## src/rtl/cs_round_robin_arbiter.sv

```systemverilog
// cs_round_robin_arbiter
//   Round-robin arbiter granting one shared bus to four requesters. Drives
//   active-low one-hot chip selects (74x139 style), the encoded select pair
//   and an active-low enable. Each grant is bounded by a hold timer and is
//   always followed by one dead cycle so two selects never overlap.
//
// Ports
//   CLK      in   system clock, rising edge
//   RESET    in   synchronous active-high reset
//   REQ      in   [3:0] level request, bit i = requester i
//   DONE     in   [3:0] release pulse, only the current grantee's bit counts
//   Y        out  [3:0] active-low one-hot grant, 4'b1111 when idle
//   G_L      out  active-low enable, low exactly when Y has a low bit
//   SEL      out  [1:0] encoded grantee {B,A}, holds outside a grant
//   BUSY     out  high in GRANT and RECOVER
//   TIMEOUT  out  one-cycle pulse in the RECOVER cycle after a forced release
//
// state   | meaning
// IDLE    | no grant; pick next requester in rotating order from LAST+1
// GRANT   | Y/G_L asserted for SEL; hold timer running
// RECOVER | one dead cycle, all selects high, REQ ignored

module cs_round_robin_arbiter #(
   parameter int CNT_W    = 4,
   parameter int HOLD_MAX = 15
) (
   input  logic       CLK,
   input  logic       RESET,
   input  logic [3:0] REQ,
   input  logic [3:0] DONE,
   output logic [3:0] Y,
   output logic       G_L,
   output logic [1:0] SEL,
   output logic       BUSY,
   output logic       TIMEOUT
);

   typedef enum logic [1:0] {
      ST_IDLE    = 2'b00,
      ST_GRANT   = 2'b01,
      ST_RECOVER = 2'b10
   } state_t;

   // Hold timer is a down-counter: loaded with HOLD_MAX-1 at grant start and
   // terminal count at zero, so a forced release lands after HOLD_MAX cycles.
   localparam logic [CNT_W-1:0] HOLD_LOAD = CNT_W'(HOLD_MAX - 1);

   state_t           state_q, state_d;
   logic [1:0]       sel_q, sel_d;
   logic [1:0]       last_q, last_d;
   logic [CNT_W-1:0] cnt_q, cnt_d;
   logic             timeout_q, timeout_d;

   logic [1:0]       win_idx;
   logic             win_vld;
   logic [1:0]       cand;
   logic             rel_norm;
   logic             rel_tc;

   // First set request searching LAST+1, LAST+2, LAST+3, LAST (mod 4).
   always_comb begin
      win_idx = 2'b00;
      win_vld = 1'b0;
      cand    = 2'b00;
      for (int i = 1; i <= 4; i++) begin
         cand = last_q + 2'(i);
         if (!win_vld && REQ[cand]) begin
            win_vld = 1'b1;
            win_idx = cand;
         end
      end
   end

   // A requester-driven release wins over the timer in the same cycle.
   assign rel_norm = DONE[sel_q] | ~REQ[sel_q];
   assign rel_tc   = (cnt_q == '0);

   always_comb begin
      state_d   = state_q;
      sel_d     = sel_q;
      last_d    = last_q;
      cnt_d     = cnt_q;
      timeout_d = 1'b0;
      case (state_q)
         ST_IDLE: begin
            if (win_vld) begin
               sel_d   = win_idx;
               last_d  = win_idx;
               cnt_d   = HOLD_LOAD;
               state_d = ST_GRANT;
            end
         end
         ST_GRANT: begin
            if (rel_norm || rel_tc) begin
               state_d   = ST_RECOVER;
               timeout_d = ~rel_norm & rel_tc;
            end else begin
               cnt_d = cnt_q - CNT_W'(1);
            end
         end
         ST_RECOVER: begin
            state_d = ST_IDLE;
         end
         default: begin
            state_d = ST_IDLE;
         end
      endcase
   end

   always_ff @(posedge CLK) begin
      if (RESET) begin
         state_q   <= ST_IDLE;
         sel_q     <= 2'b00;
         last_q    <= 2'b11;
         cnt_q     <= '0;
         timeout_q <= 1'b0;
      end else begin
         state_q   <= state_d;
         sel_q     <= sel_d;
         last_q    <= last_d;
         cnt_q     <= cnt_d;
         timeout_q <= timeout_d;
      end
   end

   // Outputs decode only registered state; no path from REQ/DONE.
   always_comb begin
      Y = 4'b1111;
      if (state_q == ST_GRANT) begin
         Y = ~(4'b0001 << sel_q);
      end
   end

   assign G_L     = (state_q != ST_GRANT);
   assign SEL     = sel_q;
   assign BUSY    = (state_q != ST_IDLE);
   assign TIMEOUT = timeout_q;

endmodule

```

## config.mk

```make
export PLATFORM = sky130hd
export DESIGN_NAME = cs_round_robin_arbiter
export DESIGN_NICKNAME = d
export VERILOG_FILES = /design/src/rtl/cs_round_robin_arbiter.sv
export SDC_FILE = /design/constraint.sdc
export NUM_CORES = 1
export LEC_CHECK = 0
export ABC_AREA = 1
export ABC_CLOCK_PERIOD_IN_PS = 2800
export BUFFER_PORTS_ARGS = -buffer_cell sky130_fd_sc_hd__buf_2
export CAP_MARGIN = 20
export CORE_MARGIN = 2
export CORE_UTILIZATION = 56
export CTS_CLUSTER_DIAMETER = 50
export DETAILED_ROUTE_END_ITERATION = 10
export GPL_ROUTABILITY_DRIVEN = 0
export PLACE_DENSITY = 0.82
export SLEW_MARGIN = 20
export SYNTH_ARGS = -nofsm -noshare
export SYNTH_HDL_FRONTEND = slang
export SYNTH_SLANG_ARGS = --single-unit
```

## constraint.sdc

```tcl
create_clock -name CLK -period 2.8 [get_ports CLK]
set_clock_uncertainty 0.2 [all_clocks]
set_input_delay 0.14 -clock CLK [delete_from_list [all_inputs] [get_ports CLK]]
set_output_delay 0.14 -clock CLK [all_outputs]
set_load 0.05 [all_outputs]
```

==> key figures <==
Synth
  • Synth warnings: 0
  • Syn_nets: approximately 160
  • Top cell type's share of synthesized area: 26.00%
  • Post-synth cell types: 22
  • Synth async-reset ratio: 0%
  • Post-synth top flop: dfxtp_1
  • Cell Area, Synth: roughly 850 um^2
  • Yosys top cell by area: dfxtp_1
  • Commonest cells in the netlist: nand2_1 (53), inv_1 (20), nand3_1 (16), dfxtp_1 (11), nor2_1 (8)
  • Seq cells post-synth: 11
  • Register area share after synthesis: between 20% and 30%
  • Top cells by area, synth: dfxtp_1 (26%), nand2_1 (23%), nand3_1 (9.5%)
  • Count leader, synth: nand2_1
  • EDFF count, synth: 0
  • Synth Instances: ~140
  • Avg Cell Area, Syn: a little under 6 um^2

Hold path
  • Hold Path End: TIMEOUT
  • Hold depth: 6
  • Hold wc startpoint: DONE[0]
  • Worst min-delay path class: input pin to flop

CTS
  • CTS buffer count: 3
  • Worst-skew pair later-pin latency: 0.26 ns
  • CTS tree: yes
  • CTS clk-pin slew, worst paths: approximately 0.07 ns
  • Post-CTS setup buffers: 0
  • Root Buffer: clkbuf_4
  • H-tree levels: 1
  • Maximum root-to-sink buffer count: 2
  • Sink Count: 11

Floorplan
  • Height of the chip: around 43 um
  • Die ar.: around 1800 um^2
  • Starting density of the core: approximately three fifths
  • Row cnt: 14
  • I/O Pins: 19
  • DIE WIDTH: between 40 and 50 um
  • Area of the core: between 1000 and 1500 um^2

Detailed routing
  • DRC: 0
  • Total wire length: 1.795 mm
  • Via Count: between 900 and 1000
  • Routed wire per std cell: about 10 um
  • First-pass DRT Iterations: 4
  • Antenna-violating nets left: 0
  • Drt via density: roughly 5.0
  • DR iter-0 viols: 10

Worst setup path
  • Max FO, Critical Path: 12
  • Worst Setup End Kind: flop
  • Worst reg-to-reg setup slack: between 0.8 and 0.9 ns
  • Worst Path Arrival: 1.88 ns
  • R2R depth: 11
  • Reg2reg start: last_q[0]
  • Startpoint types: flop
  • CP Class: flop to flop
  • CP required: 2.76 ns
  • Reg2reg end: cnt_q[1]

GRT
  • GRT overflow: 0
  • Gr usage total: about 22%
  • Largest net degree at the start of global routing: 13
  • Via count of the first global-routing pass: just over 800
  • Initial antenna violation count: 0
  • First-pass GRT wire length: ~3.2 mm

Pwr
  • Worst vdd ir: 0.6391 mV
  • PwrDens: between 1000 and 1500 nW/um^2
  • LEAKAGE: 0.0005317 uW

STA
  • Min Tclk post-route: roughly 1.9 ns
  • Slew margin rel.: between 70% and 80%
  • Count of final hold-check violations: 0
  • Measured slew at the worst slew-check pin: roughly 0.38 ns
  • Final Hold Slack: ~0.044 ns
  • Setup-failing EPs final: 0
  • F_max: ~0.52 GHz
  • Period utilization: approximately two thirds
  • Max-slew violation count: 0
  • Fin Setup TNS: 0 ns
  • RSZ-0062 raised after global routing: false

Cells and area
  • Antenna cells: 0
  • Layout cell share with drive strength beyond 1: approximately 24%
  • Fin nets: about 180
  • Layout overhead on the synthesized area: 14.48%
  • Filler Cell Count: around 150
  • Final non-filler cell total: 180

Run
  • Max_cap viols: 0

Place
  • PortBufs: 18
  • HPWL after detailed placement: about 1.5 mm
  • Placed Cells: around 180

Outcome
  • Status: completed
[through the flow]
step,worst slack (ns),cell area (um^2),power [uW],util (%)
final,0.8803,969.7,1165,66.70
after global routing,0.7347,969.7,1279,66.70
after CTS,0.8849,969.7,1169,66.70
after detailed placement,0.8925,933.4,1058,64.20
after global placement,0.9899,933.4,1036,64.20
after floorplan,0.8203,847.1,932.3,-
[state kept, by name, indices dropped and copies added (netlist names)]
register / cells
SEL: 2
TIMEOUT: 1
cnt_q: 4
last_q: 2
state_q: 2
[final cells by class]
type | instances | area [um^2] | area share (%)
Clock buffer | 4 | 26.28 | 2.710
Inverter | 24 | 90.09 | 9.290
Multi-Input combinational cell | 106 | 513.0 | 52.90
Sequential cell | 11 | 220.2 | 22.71
Tap cell | 16 | 20.02 | 2.065
Timing Repair Buffer | 19 | 100.1 | 10.32
[where the power goes]
part | switching (uW) | internal (uW)
clock | 51.9 | 55.1
combinational | 538 | 232
sequential | 74.6 | 213
[critical path, stage by stage (launching register included)]
cell	delay, ns
dfxtp_1	0.55
inv_2	0.14
nand2_1	0.08
nand2_1	0.06
nand2_1	0.09
nand2_2	0.08
nor2_4	0.15
nand3_2	0.09
nand2_4	0.13
nand2_2	0.07
o21ai_1	0.12
inv_1	0.05
[layer usage]
layer  vias to the layer above  track usage [%]  part of all wire, %
li1                        485                -                    -
met1                       401            27.60                   47
met2                        14            37.27                   50
met3                         4            2.553                  2.4
met4                         0            11.88                 0.78
met5                         -                0                    0
[worst max-delay path by stage]
stage,startpoint,end,slack [ns],depth (start not counted)
after floorplan,SEL[1],cnt_q[0],0.82,12
after detailed placement,last_q[0],last_q[1],0.89,11
after CTS,last_q[0],last_q[1],0.88,11
after global placement,last_q[0],cnt_q[1],0.99,11
after global routing,last_q[0],last_q[1],0.73,11
final,last_q[0],cnt_q[1],0.88,11
[timing repair]
action / CTS / global route
hold buffers: 1 / 0
hold endpoints to repair: 4 / 0
gates resized for setup: 0 / 0
[cell families after synthesis]
group           count (synthesis)  synth area share (%)
buf+inv                        27                 13.44
compound gates                 10                 6.646
fa+ha+maj                       1                 1.477
flops                          11                 26.00
simple gates                   95                 52.44
[placed cells by master (no fill, tap or decap), drive strengths merged]
master / instances
ha: 1
inv: 24
nand3: 18
nand3b: 2
a21oi: 5
dfxtp: 11
nor2: 12
o21ai: 4
nand2: 61
clkbuf: 4
nor3: 2
buf: 18
dlygate4sd3: 1
o211ai: 1
Power figures use the tool's default switching activity.
